==> src/rtl/slp_train_seq.sv <==
// Training sequencer for a single-layer perceptron: buffers labelled samples and
// replays them epoch by epoch, pulsing t_en once per sample until convergence or the epoch limit.
module slp_train_seq #(
  parameter int IN      = 8,
  parameter int I_PREC  = 16,
  parameter int O_PREC  = 16,
  parameter int R_PREC  = 16,
  parameter int DEPTH   = 16,
  parameter int EPOCH_W = 8
) (
  input  logic                          clk,
  input  logic                          reset,
  input  logic                          ld_valid,
  output logic                          ld_ready,
  input  logic [IN*I_PREC-1:0]          ld_in,
  input  logic [O_PREC-1:0]             ld_train,
  input  logic                          clear,
  input  logic                          start,
  input  logic [EPOCH_W-1:0]            max_epoch,
  input  logic [R_PREC-1:0]             rate_init,
  input  logic                          decay_en,
  output logic [IN*I_PREC-1:0]          slp_in,
  output logic [O_PREC-1:0]             slp_train,
  output logic [R_PREC-1:0]             slp_rate,
  output logic                          slp_t_en,
  input  logic [O_PREC-1:0]             slp_out,
  output logic                          busy,
  output logic                          done,
  output logic                          converged,
  output logic [EPOCH_W-1:0]            epoch_cnt,
  output logic [$clog2(DEPTH):0]        err_cnt
);

  localparam int AW = $clog2(DEPTH);
  localparam int CW = AW + 1;

  localparam logic [2:0] IDLE  = 3'd0;
  localparam logic [2:0] FETCH = 3'd1;
  localparam logic [2:0] EVAL  = 3'd2;
  localparam logic [2:0] UPD   = 3'd3;
  localparam logic [2:0] CHECK = 3'd4;

  localparam logic [CW-1:0]      CNT_ONE  = CW'(1);
  localparam logic [CW-1:0]      CNT_FULL = CW'(DEPTH);
  localparam logic [AW-1:0]      IDX_ONE  = AW'(1);
  localparam logic [EPOCH_W-1:0] EP_ONE   = EPOCH_W'(1);
  localparam logic [EPOCH_W:0]   EPX_ONE  = (EPOCH_W+1)'(1);
  localparam logic [R_PREC-1:0]  RATE_ONE = R_PREC'(1);

  logic [IN*I_PREC-1:0] inMem    [DEPTH];
  logic [O_PREC-1:0]    trainMem [DEPTH];

  logic [2:0]           state_q, state_d;
  logic [CW-1:0]        count_q, count_d;
  logic [AW-1:0]        idx_q, idx_d;
  logic [CW-1:0]        err_q, err_d;
  logic [EPOCH_W-1:0]   epoch_q, epoch_d;
  logic [EPOCH_W-1:0]   limit_q, limit_d;
  logic                 decay_q, decay_d;
  logic [R_PREC-1:0]    rate_q, rate_d;
  logic [IN*I_PREC-1:0] in_q, in_d;
  logic [O_PREC-1:0]    train_q, train_d;
  logic                 done_q, done_d;
  logic                 conv_q, conv_d;
  logic                 loadAccept;

  assign ld_ready   = (state_q == IDLE) && (count_q < CNT_FULL);
  assign loadAccept = ld_valid && ld_ready && !clear && !start;

  always_comb begin
    state_d = state_q;
    count_d = count_q;
    idx_d   = idx_q;
    err_d   = err_q;
    epoch_d = epoch_q;
    limit_d = limit_q;
    decay_d = decay_q;
    rate_d  = rate_q;
    in_d    = in_q;
    train_d = train_q;
    done_d  = done_q;
    conv_d  = conv_q;
    case (state_q)
      IDLE: begin
        // clear beats start, and start beats a load in the same cycle
        if (clear) begin
          count_d = '0;
          done_d  = 1'b0;
          conv_d  = 1'b0;
        end else if (start) begin
          idx_d   = '0;
          err_d   = '0;
          epoch_d = '0;
          rate_d  = rate_init;
          limit_d = (max_epoch == '0) ? EP_ONE : max_epoch;
          decay_d = decay_en;
          conv_d  = 1'b0;
          done_d  = (count_q == '0);
          state_d = (count_q == '0) ? IDLE : FETCH;
        end else if (loadAccept) begin
          count_d = count_q + CNT_ONE;
        end
      end
      FETCH: begin
        in_d    = inMem[idx_q];
        train_d = trainMem[idx_q];
        state_d = EVAL;
      end
      EVAL: begin
        if (slp_out != train_q) err_d = err_q + CNT_ONE;
        state_d = UPD;
      end
      UPD: begin
        if ({1'b0, idx_q} == count_q - CNT_ONE) begin
          state_d = CHECK;
        end else begin
          idx_d   = idx_q + IDX_ONE;
          state_d = FETCH;
        end
      end
      CHECK: begin
        epoch_d = epoch_q + EP_ONE;
        if (err_q == '0) begin
          done_d  = 1'b1;
          conv_d  = 1'b1;
          state_d = IDLE;
        end else if (({1'b0, epoch_q} + EPX_ONE) >= {1'b0, limit_q}) begin
          done_d  = 1'b1;
          conv_d  = 1'b0;
          state_d = IDLE;
        end else begin
          idx_d   = '0;
          err_d   = '0;
          state_d = FETCH;
          // halving floors at 1 so a nonzero rate never decays to zero
          if (decay_q) rate_d = (rate_q > RATE_ONE) ? (rate_q >> 1) : rate_q;
        end
      end
      default: state_d = IDLE;
    endcase
  end

  always_ff @(posedge clk) begin
    if (reset) begin
      state_q <= IDLE;
      count_q <= '0;
      idx_q   <= '0;
      err_q   <= '0;
      epoch_q <= '0;
      limit_q <= '0;
      decay_q <= 1'b0;
      rate_q  <= '0;
      in_q    <= '0;
      train_q <= '0;
      done_q  <= 1'b0;
      conv_q  <= 1'b0;
    end else begin
      state_q <= state_d;
      count_q <= count_d;
      idx_q   <= idx_d;
      err_q   <= err_d;
      epoch_q <= epoch_d;
      limit_q <= limit_d;
      decay_q <= decay_d;
      rate_q  <= rate_d;
      in_q    <= in_d;
      train_q <= train_d;
      done_q  <= done_d;
      conv_q  <= conv_d;
    end
  end

  always_ff @(posedge clk) begin
    if (loadAccept) begin
      inMem[count_q[AW-1:0]]    <= ld_in;
      trainMem[count_q[AW-1:0]] <= ld_train;
    end
  end

  assign slp_in    = in_q;
  assign slp_train = train_q;
  assign slp_rate  = rate_q;
  assign slp_t_en  = (state_q == UPD);
  assign busy      = (state_q != IDLE);
  assign done      = done_q;
  assign converged = conv_q;
  assign epoch_cnt = epoch_q;
  assign err_cnt   = err_q;

endmodule
==> config.mk <==
export PLATFORM = sky130hd
export DESIGN_NAME = slp_train_seq
export DESIGN_NICKNAME = d
export VERILOG_FILES = /design/src/rtl/slp_train_seq.sv
export SDC_FILE = /design/constraint.sdc
export NUM_CORES = 2
export LEC_CHECK = 0
export CORE_MARGIN = 2
export CORE_UTILIZATION = 50
export CTS_BUF_LIST = sky130_fd_sc_hd__clkbuf_8
export CTS_CLUSTER_SIZE = 24
export DETAILED_ROUTE_END_ITERATION = 12
export PLACE_DENSITY_LB_ADDON = 0.05
export SYNTH_ARGS = -nofsm -noshare
export SYNTH_HDL_FRONTEND = slang
export SYNTH_SLANG_ARGS = --single-unit
==> constraint.sdc <==
create_clock -name clk -period 32.4 [get_ports clk]
set_input_delay 6.48 -clock clk [delete_from_list [all_inputs] [get_ports clk]]
set_output_delay 6.48 -clock clk [all_outputs]
set_load 0.03 [all_outputs]
==> out/metrics.csv <==
stage,metric,value,unit
drt,dr_wl_met3,10200,um
placed_design,portBuffers,367,
cts,ctsResizeCount,0,
finish,final_cell_mix,"2304 x edfxtp_1, 720 x mux4_2, 449 x clkbuf_8",
setup_path,worstSetupPathType,in2reg,
sta,clock_skew,0.0441,ns
min_path,min_path_type,reg2reg,
setup_path,crit_top_cell,buf_4,
drt,drc,0,
setup_path,startpoint,clear,
synthesis,yosys_register_bits,2500,
synthesis,yosys_warnings,0,
setup_path,reg2reg_depth,7,
sta,post-route-period-util,29.6,%
finish,regArea,73100,sq um
cts,cts_made_buffers,416,
grt,grt_pass1_vias,47100,
grt,antenna_found_initial,37,
floorplan,initial_core_util,50.2,%
synthesis,synthXorXnorAreaFrac,0.297,%
setup_path,worst-path-stages,7,
finish,final_cells,7654,
synthesis,syn_area_per_cell,22.5,sq um
setup_path,rr_endpoint,slp_in[92]$_SDFFE_PP0P_,
setup_path,r2r_slack,27.38,ns
grt,grt_max_degree,145,
synthesis,synth_compound_gate_area_share,1.42,%
drt,drt-wirelength-per-cell,29.3,um
sta,fmax,104,MHz
pwr,powerDensity,58.8,nW/um^2
drt,ant_nets,0,
grt,grt-ovfl-total,0,
pwr,finalPower,0.00638,W
drt,wl_met2,113000,um
grt,grtUsageTotal,23.6,%
setup_path,path_cells,clkdlybuf4s50_1 > nor2_1 > and3_1 > nand2_1 > nor2_4 > buf_4 > buf_4,
sta,worst_pin_slew,1.12,ns
synthesis,synth_enable_flop_cells,2304,
synthesis,synth.area.mux_share,17.4,%
drt,drt_first_iter_violations,3637,
floorplan,ioPinCount,368,
setup_path,endpoint,inMem[6][52]$_DFFE_PP_,
sta,min_period,9.58,ns
cts,cts_max_level,5,
floorplan,fp-row-count,159,
floorplan,die_area,192000,sq um
cts,clk_latency,1.05,ns
setup_path,worst-path-buf-inv,3,
cts,post_cts_buffers,0,
finish,layout-drive-gt1-share,25.8,%
placed_design,dp.cells,6905,
synthesis,synthFlopType,edfxtp_1,
drt,routed_wl,224000,um
outcome,outcome,"complete, no violations",
setup_path,cpPeakStageDelay,0.82,ns
setup_path,cp_data_required_time,33.04,ns
sta,hold_violations,0,
cts,cts_max_path_buffers,4,
floorplan,die_w,438,um
setup_path,slowest_stage,nor2_4,
drt,met1_length,93900,um
synthesis,synth_top_family_by_area,multiplexers,
sta,rsz0062_at_grt,false,
setup_path,r2r_start,idx_q[0]$_SDFFE_PP0P_,
sta,setup-tns-final,0,ns
finish,areaGrowthSynthToFinish,15.1,%
cts,postCtsHoldBufs,0,
pwr,leakagePower,33.3,nW
synthesis,synthAdderAreaFrac,0.212,%
cts,tritoncts,yes,
drt,first_pass_iters,6,
setup_path,worstPathArrival,10.22,ns
drt,vias,44700,
grt,grt_first_pass_wirelength,328000,um
finish,filler_cell_count,14000,
sta,timing.hold.ws,0.452,ns
placed_design,dp_hpwl,119000,um
synthesis,synth_simple_gate_area_share,1.87,%
setup_path,start_kind,input pin,
pwr,worst_ir_drop_vdd,0.0413,mV
drt,viasPerCell,5.84,
synthesis,syn-cell-area,94200,sq um
synthesis,synth_fp_nets,4402,
sta,max_slew_margin,25.2,%
cts,cts.sink_count,2500,
finish,multi_input_area,20100,sq um
synthesis,async_flop_share,0,%
synthesis,syn_inst,4196,
setup_path,endpoint_kind,register,
flow_run,maxCapViolCount,0,
sta,slew_violations,0,
synthesis,yosysUniqueCellTypes,50,
placed_design,place.gp.congestion,0.814,
cts,cts-root-buf,clkbuf_8,
synthesis,yosysSeqAreaShare,77.6,%
finish,final_common_cell,edfxtp_1,
floorplan,core_area,188000,sq um
finish,utilization,57.8,%
setup_path,critPathMaxFanout,45,
setup_path,cp_top_family,buffers and inverters,
floorplan,dieHeight,438,um
finish,final_nets,5034,
sta,setup_viol,0,
cts,clkSlewWorstSetupHoldPaths,0.06,ns
drt,highest_layer,met5,
[cells in the mapped netlist, types with 2 or more instances]
master	n	share of area, %
nor2_1	34	0.14
nand2_1	317	1.3
edfxtp_1	2304	73
o21a_1	2	0.016
o31ai_1	6	0.048
xor2_1	5	0.046
nand3_1	19	0.10
a21o_1	3	0.024
nor3_1	11	0.058
dfxtp_1	196	4.2
o21ai_1	5	0.027
a311oi_1	15	0.14
clkbuf_1	120	0.48
buf_6	18	0.22
buf_2	67	0.36
a22oi_1	2	0.016
xnor2_1	27	0.25
mux2i_1	16	0.17
and3_1	7	0.046
o21ai_0	5	0.027
nand4_1	7	0.046
nor2b_1	3	0.020
buf_4	7	0.056
nand2b_1	4	0.027
nor3b_1	2	0.016
ha_1	16	0.21
buf_1	20	0.080
and2_1	2	0.013
inv_1	15	0.060
or3_1	2	0.013
or4_1	5	0.040
a21oi_1	192	1.0
mux4_2	720	17
nor4_1	6	0.040
[power breakdown]
part           switching, W  internal, W  total [W]
logic              0.000144     0.000121   0.000265
clock network       0.00121      0.00135    0.00257
registers        0.00000934      0.00354    0.00355
[final cells by class]
class,count,share of cell area (%)
Clock buffer,449,5.70
Timing Repair Buffer,446,4.07
Sequential cell,2500,67.4
Multi-Input combinational cell,1448,18.5
Clock inverter,289,1.33
Antenna cell,11,0.0254
Inverter,16,0.0554
Tap cell,2495,2.88
[worst register-to-register path, stage by stage, from the launching register on]
cell and delay [ns]:
dfxtp_4 0.83, buf_12 0.70, buf_4 0.92, buf_12 0.72, mux4_2 0.90, mux4_2 0.51
nand2_1 0.15, a21oi_1 0.08
[sequential cells by signal, summed over array words and instances (netlist names)]
register   flops
slp_rate      16
limit_q        8
slp_train     16
inMem       2048
slp_in       128
idx_q          4
converged      1
trainMem     256
decay_q        1
state_q        3
epoch_cnt      8
done           1
count_q        5
err_cnt        5
[stage by stage]
step / worst slack (ns) / cell area, sq um
2_1_floorplan: 14.85 / 94200
3_3_place_gp: 21.74 / 101000
3_5_place_dp: 21.71 / 101000
4_1_cts: 22.88 / 108000
5_1_grt: 22.72 / 108000
6_report: 22.82 / 108000
[per-layer routing]
| layer | global-route usage (%) | vias to the layer above |
|---|---|---|
| li1 | - | 18900 |
| met1 | 32.2 | 24100 |
| met2 | 39.7 | 1245 |
| met3 | 3.61 | 431 |
| met5 | 0 | - |
| met4 | 7.24 | 16 |
[kinds of logic after synthesis]
family          count (synthesis)
flops                        2500
xor+xnor                       32
simple gates                  423
mux                           736
compound gates                241
buf+inv                       248
fa+ha+maj                      16
[worst min path at each step]
stage          slack (ns)  depth (start not counted)                     from                       to
5_1_grt              0.47                          2  slp_in[92]$_SDFFE_PP0P_  slp_in[92]$_SDFFE_PP0P_
3_5_place_dp         0.45                          2  slp_in[81]$_SDFFE_PP0P_  slp_in[81]$_SDFFE_PP0P_
6_report             0.45                          2  slp_in[84]$_SDFFE_PP0P_  slp_in[84]$_SDFFE_PP0P_
4_1_cts              0.45                          2  slp_in[92]$_SDFFE_PP0P_  slp_in[92]$_SDFFE_PP0P_
3_3_place_gp         0.44                          2  slp_in[94]$_SDFFE_PP0P_  slp_in[94]$_SDFFE_PP0P_
2_1_floorplan        0.44                          2  limit_q[1]$_SDFFE_PP0P_  limit_q[1]$_SDFFE_PP0P_
Power figures use the tool's default switching activity.
